===== src/rtl/spi_master.sv =====
// -----------------------------------------------------------------------------
// spi_master
//   Single-byte SPI master supporting all four CPOL/CPHA modes. A transfer is
//   started by i_en while idle. It runs through a one-tick lead-in, sixteen
//   SCLK edges and a one-tick tail. After that the received byte is published
//   on o_data_out and o_done pulses for one cycle. One tick is CLK_DIV system
//   clocks, which is one SCLK half-period.
//
// Parameters
//   CLK_DIV     system-clock cycles per SCLK half-period (2..255)
//
// Ports
//   i_clk       system clock, rising-edge active
//   i_rst       asynchronous active-high reset
//   i_en        start request, only looked at while idle
//   i_cpol      SCLK idle level, latched at transfer start
//   i_cpha      0: sample on leading edge, 1: sample on trailing edge
//   i_data_in   byte to transmit (MSB first), latched at transfer start
//   i_miso      serial data from the slave
//   o_sclk      SPI clock (registered)
//   o_mosi      serial data to the slave (registered)
//   o_ss        slave select, active-low (registered)
//   o_busy      high from transfer accept until completion
//   o_done      one-cycle pulse when o_data_out is updated
//   o_data_out  last received byte
// -----------------------------------------------------------------------------
module spi_master #(
   parameter int unsigned CLK_DIV = 4
) (
   input  logic       i_clk,
   input  logic       i_rst,
   input  logic       i_en,
   input  logic       i_cpol,
   input  logic       i_cpha,
   input  logic [7:0] i_data_in,
   input  logic       i_miso,
   output logic       o_sclk,
   output logic       o_mosi,
   output logic       o_ss,
   output logic       o_busy,
   output logic       o_done,
   output logic [7:0] o_data_out
);

   typedef enum logic [1:0] {
      IDLE  = 2'd0,
      LEAD  = 2'd1,
      XFER  = 2'd2,
      TRAIL = 2'd3
   } state_t;

   localparam logic [7:0] DIV_LAST = 8'(CLK_DIV - 1);

   state_t     r_state;
   state_t     w_state_next;

   logic [7:0] r_div;
   logic [3:0] r_edge_cnt;   // number of SCLK edges already produced (0..15)
   logic [7:0] r_tx_shift;
   logic [7:0] r_rx_shift;
   logic       r_cpol;
   logic       r_cpha;
   logic       r_sclk;
   logic       r_mosi;
   logic       r_ss;
   logic       r_busy;
   logic       r_done;
   logic [7:0] r_data_out;

   logic       w_tick;
   logic       w_last_edge;
   logic       w_edge_odd;
   logic       w_sample;
   logic       w_drive;
   logic       w_tx_bit;

   // Tick and per-edge decode for the SCLK edge about to be produced.
   always_comb begin
      w_tick      = (r_div == DIV_LAST);
      w_last_edge = (r_edge_cnt == 4'd15);
      // Edge number is r_edge_cnt+1, so it is odd when the count is even.
      w_edge_odd  = ~r_edge_cnt[0];
      if (r_cpha == 1'b0) begin
         // Bit 7 already went out on LEAD entry, so the even edges carry bits 6..0
         // and edge 16 has nothing left to drive.
         w_sample = w_edge_odd;
         w_drive  = ~w_edge_odd & ~w_last_edge;
         w_tx_bit = r_tx_shift[6];
      end else begin
         w_sample = ~w_edge_odd;
         w_drive  = w_edge_odd;
         w_tx_bit = r_tx_shift[7];
      end
   end

   // State register.
   always_ff @(posedge i_clk or posedge i_rst) begin
      if (i_rst) begin
         r_state <= IDLE;
      end else begin
         r_state <= w_state_next;
      end
   end

   // Next-state logic.
   always_comb begin
      w_state_next = r_state;
      case (r_state)
         IDLE: begin
            if (i_en) begin
               w_state_next = LEAD;
            end else begin
               w_state_next = IDLE;
            end
         end
         LEAD: begin
            if (w_tick) begin
               w_state_next = XFER;
            end else begin
               w_state_next = LEAD;
            end
         end
         XFER: begin
            if (w_tick && w_last_edge) begin
               w_state_next = TRAIL;
            end else begin
               w_state_next = XFER;
            end
         end
         TRAIL: begin
            if (w_tick) begin
               w_state_next = IDLE;
            end else begin
               w_state_next = TRAIL;
            end
         end
         default: begin
            w_state_next = IDLE;
         end
      endcase
   end

   // Divider, shift registers and registered SPI/handshake outputs.
   always_ff @(posedge i_clk or posedge i_rst) begin
      if (i_rst) begin
         r_div      <= 8'd0;
         r_edge_cnt <= 4'd0;
         r_tx_shift <= 8'h00;
         r_rx_shift <= 8'h00;
         r_cpol     <= 1'b0;
         r_cpha     <= 1'b0;
         r_sclk     <= 1'b0;
         r_mosi     <= 1'b0;
         r_ss       <= 1'b1;
         r_busy     <= 1'b0;
         r_done     <= 1'b0;
         r_data_out <= 8'h00;
      end else begin
         r_done <= 1'b0;
         case (r_state)
            IDLE: begin
               // The idle clock level tracks the live input, not the latched one.
               r_sclk     <= i_cpol;
               r_mosi     <= 1'b0;
               r_ss       <= 1'b1;
               r_busy     <= 1'b0;
               r_div      <= 8'd0;
               r_edge_cnt <= 4'd0;
               if (i_en) begin
                  r_tx_shift <= i_data_in;
                  r_rx_shift <= 8'h00;
                  r_cpol     <= i_cpol;
                  r_cpha     <= i_cpha;
                  r_ss       <= 1'b0;
                  r_busy     <= 1'b1;
                  // In mode CPHA=0 the slave samples on the first edge, so the
                  // MSB must already be on the line during the lead-in.
                  r_mosi     <= i_cpha ? 1'b0 : i_data_in[7];
               end else begin
                  r_tx_shift <= r_tx_shift;
               end
            end
            LEAD: begin
               if (w_tick) begin
                  r_div <= 8'd0;
               end else begin
                  r_div <= r_div + 8'd1;
               end
            end
            XFER: begin
               if (w_tick) begin
                  r_div      <= 8'd0;
                  r_sclk     <= ~r_sclk;
                  r_edge_cnt <= r_edge_cnt + 4'd1;
                  if (w_sample) begin
                     r_rx_shift <= {r_rx_shift[6:0], i_miso};
                  end else begin
                     r_rx_shift <= r_rx_shift;
                  end
                  if (w_drive) begin
                     r_mosi     <= w_tx_bit;
                     r_tx_shift <= {r_tx_shift[6:0], 1'b0};
                  end else begin
                     r_tx_shift <= r_tx_shift;
                  end
               end else begin
                  r_div <= r_div + 8'd1;
               end
            end
            TRAIL: begin
               if (w_tick) begin
                  r_div      <= 8'd0;
                  r_ss       <= 1'b1;
                  r_busy     <= 1'b0;
                  r_mosi     <= 1'b0;
                  r_sclk     <= r_cpol;
                  r_data_out <= r_rx_shift;
                  r_done     <= 1'b1;
               end else begin
                  r_div <= r_div + 8'd1;
               end
            end
            default: begin
               r_div  <= 8'd0;
               r_ss   <= 1'b1;
               r_busy <= 1'b0;
               r_mosi <= 1'b0;
            end
         endcase
      end
   end

   assign o_sclk     = r_sclk;
   assign o_mosi     = r_mosi;
   assign o_ss       = r_ss;
   assign o_busy     = r_busy;
   assign o_done     = r_done;
   assign o_data_out = r_data_out;

endmodule


===== config.mk =====
export PLATFORM = sky130hd
export DESIGN_NAME = spi_master
export DESIGN_NICKNAME = d
export VERILOG_FILES = /design/src/rtl/spi_master.sv
export SDC_FILE = /design/constraint.sdc
export NUM_CORES = 1
export LEC_CHECK = 0
export CAP_MARGIN = 20
export CORE_MARGIN = 3
export CORE_UTILIZATION = 35
export CTS_CLUSTER_SIZE = 40
export DETAILED_ROUTE_END_ITERATION = 8
export DONT_BUFFER_PORTS = 1
export PLACE_DENSITY = 0.54
export REMOVE_ABC_BUFFERS = 1
export SYNTH_ARGS = -nofsm -noshare
export SYNTH_HDL_FRONTEND = slang
export SYNTH_SLANG_ARGS = --single-unit
export TNS_END_PERCENT = 50

===== constraint.sdc =====
create_clock -name i_clk -period 4.85 [get_ports i_clk]
set_clock_uncertainty 0.15 [all_clocks]
set_input_delay 0.485 -clock i_clk [delete_from_list [all_inputs] [get_ports i_clk]]
set_output_delay 0.485 -clock i_clk [all_outputs]
set_load 0.005 [all_outputs]

==> reports/results.ini <==
[final_layout]
post-route-util=0.403
drive_above_1_share=0.242
multiInputGateArea_um2=977
final_cells=258
nNetsFinal=201
diodes=0
area_growth_syn_to_layout_pct=7.43
nFillCells=571
seq_area_um2=1130

[floorplanning]
start_util=0.375
io_pins=27
die-area_um2=7130
row_count=27
fp.dieW_um=84.5
core_area_um2=5740
die_h_um=84.5

[place]
hpwl_um=2810
place_congestion=0.713
dp_cells=250
numPortBuffers=0

[global_route]
antenna_found_initial=0
grt_use_met2=0.179
grt_max_degree=46
track_usage=0.117
grt-ovfl-total=0
grt_use_met3=0.0559
grt_pass1_vias=1395
grt_first_pass_wirelength_um=6800
top_usage_layer=met2
use_met1=0.153

[synthesis]
yosysSeqAreaShare=0.523
synthCells=184
synth.avg_cell_area_um2=11.7
ys_warn_count=0
synth-seq-cells=45
synth_edf_count=0
ys_types=37
ys_async_sr_fraction=1.00
syn_area_um2=2150
ys.flop_type=dfrtp_1

[detailed_routing]
drcViolationCount=0
drt_iter0_markers=63
ant_nets=0
finalWirelength_um=4000
vias_per_cell=5.19
route.detailed.wl_per_inst_um=15.5
vias=1338
first_pass_iters=4

[cts]
clk_pin_slew_worst_paths_ns=0.08
h-tree-depth=2
ctsResizeCount=0
clockBufferDepth=2
cts_buffers=5
root_buffer=clkbuf_8
ctsHoldBuffers=0
cts_setup_buffers=0
cts_tree=built
clk_latency_ns=0.30
numClockSinks=45

[sta]
hold_violations=0
finalCritPeriodShare=0.512
drv_slew=0
slew-limit-headroom=0.444
tightest_slew_ns=0.831
rsz0062_at_grt=no
report.final.setup_viol=0
max_freq_mhz=403
tns_ns=0
fin_crit_ns=2.48

[setup_path]
cp-start-kind=flip-flop
arrival_ns=2.51
critPathCaptureType=flip-flop
rrSetupSlack_ns=2.37
reg2reg_depth=5
reg2reg_to=r_rx_shift[1]
reg2reg_from=r_div[0]
cp.required_ns=4.88
critical_path_class=reg -> reg
critPathMaxFanout=8

[flow_run]
maxCapViolCount=0

[worst_hold_path]
worstHoldPathType=in -> async

[power_and_ir_drop]
ir_drop_uv=250
leakage_uw=0.00103
p_per_area_nw_per_um2=545

[outcome]
status=finished, final reports clean

[flip-flops by register name, summed over array words and instances, names as in the netlist]
| register | count |
|---|---|
| r_cpol | 1 |
| o_busy | 1 |
| o_done | 1 |
| o_sclk | 1 |
| r_div | 8 |
| r_edge_cnt | 4 |
| r_cpha | 1 |
| o_mosi | 1 |
| r_tx_shift | 8 |
| o_ss | 1 |
| r_rx_shift | 8 |
| o_data_out | 8 |
| r_state | 2 |
[metrics by stage]
stage | setup slack (ns) | hold WS [ns] | power (uW) | instance area (um^2)
after CTS | 2.33 | 0.0798 | 1280 | 2310
final | 2.37 | 0.0654 | 1260 | 2310
after global placement | 2.42 | 0.288 | 1010 | 2220
after detailed placement | 2.36 | 0.307 | 1040 | 2220
after global routing | 2.20 | 0.0972 | 1370 | 2310
after floorplan | 2.70 | 0.275 | 929 | 2130
[cell usage in the layout (no fill, tap or decap), drive strengths merged]
cell    Yosys  layout
nand2      10      10
a21oi       8       8
dfrtp      44      44
nor4        1       1
and3        3       3
clkinv      0       1
buf         2       1
o21ai       9       9
o41a        1       1
clkbuf      5       8
mux2i       4       4
xor2        5       5
and4b       1       1
nor2b      10      10
nor3        3       3
a211oi      1       1
nand3       8       8
and2        1       1
o211ai      2       2
inv         6       5
nand2b      2       2
ha          2       2
o21a        1       1
nor4b       2       2
nor2       12      12
or4         1       1
mux2       32      32
dfstp       1       1
xnor2       3       3
nand4b      1       1
a221oi      1       1
nand4       2       2
[Yosys cell counts (2+ instances only)]
cell	instances	area, um^2
a21oi_1	7	35.0
nor2_1	12	45.0
nor2b_1	10	62.6
nand2b_1	2	12.5
xor2_1	5	43.8
mux2i_1	4	40.0
nand3_1	8	40.0
o21ai_0	7	35.0
clkbuf_1	5	18.8
ha_1	2	25.0
mux2_2	32	360
nor3_1	2	10.0
xnor2_1	3	26.3
nand4_1	2	12.5
o21ai_1	2	10.0
and3_1	3	18.8
inv_1	6	22.5
nand2_1	9	33.8
o211ai_1	2	15.0
dfrtp_1	44	1100
[critical path, stage by stage, from the launching register on]
cell and delay, ns:
dfrtp_1 0.38, ha_1 0.25, nor4b_4 0.40, nand2_4 0.16, nor4_4 0.61, mux2_2 0.41
[logic make-up after synthesis]
logic type | share of synthesized area
muxes | 0.186
DFF | 0.523
AOI/OAI and AO/OA | 0.0645
and+or+nand+nor | 0.159
xor gates and xnor gates | 0.0325
buffers and inverters | 0.0232
adders and majority gates | 0.0116
[per-layer routing]
| layer | routed length, um | vias to the layer above |
|---|---|---|
| met2 | 1800 | 30 |
| met1 | 1900 | 659 |
| met3 | 295 | 2 |
| li1 | - | 647 |
| met4 | 8 | 0 |
| met5 | 0 | - |
[layout make-up]
class                      count  share of cell area
inverter                       6             0.00973
timing repair buffer           1             0.00324
sequential                    45               0.487
multi-input combinational    126               0.422
tap                           72              0.0389
clock buffer                   8              0.0389
[where the power goes]
part	internal (uW)	switching, uW
registers	486	148
logic	201	189
clock network	116	120
[worst max path at each step]
stage | end | from | slack [ns] | cells past startpoint
6_report | r_rx_shift[1] | r_div[0] | 2.37 | 5
5_1_grt | r_rx_shift[1] | r_div[0] | 2.20 | 5
4_1_cts | o_data_out[6] | r_div[0] | 2.33 | 5
3_5_place_dp | o_data_out[6] | r_div[0] | 2.36 | 5
3_3_place_gp | o_data_out[2] | r_div[0] | 2.42 | 5
2_1_floorplan | r_rx_shift[0] | r_div[0] | 2.70 | 5
Note: power is estimated with default switching activity, not from simulation.
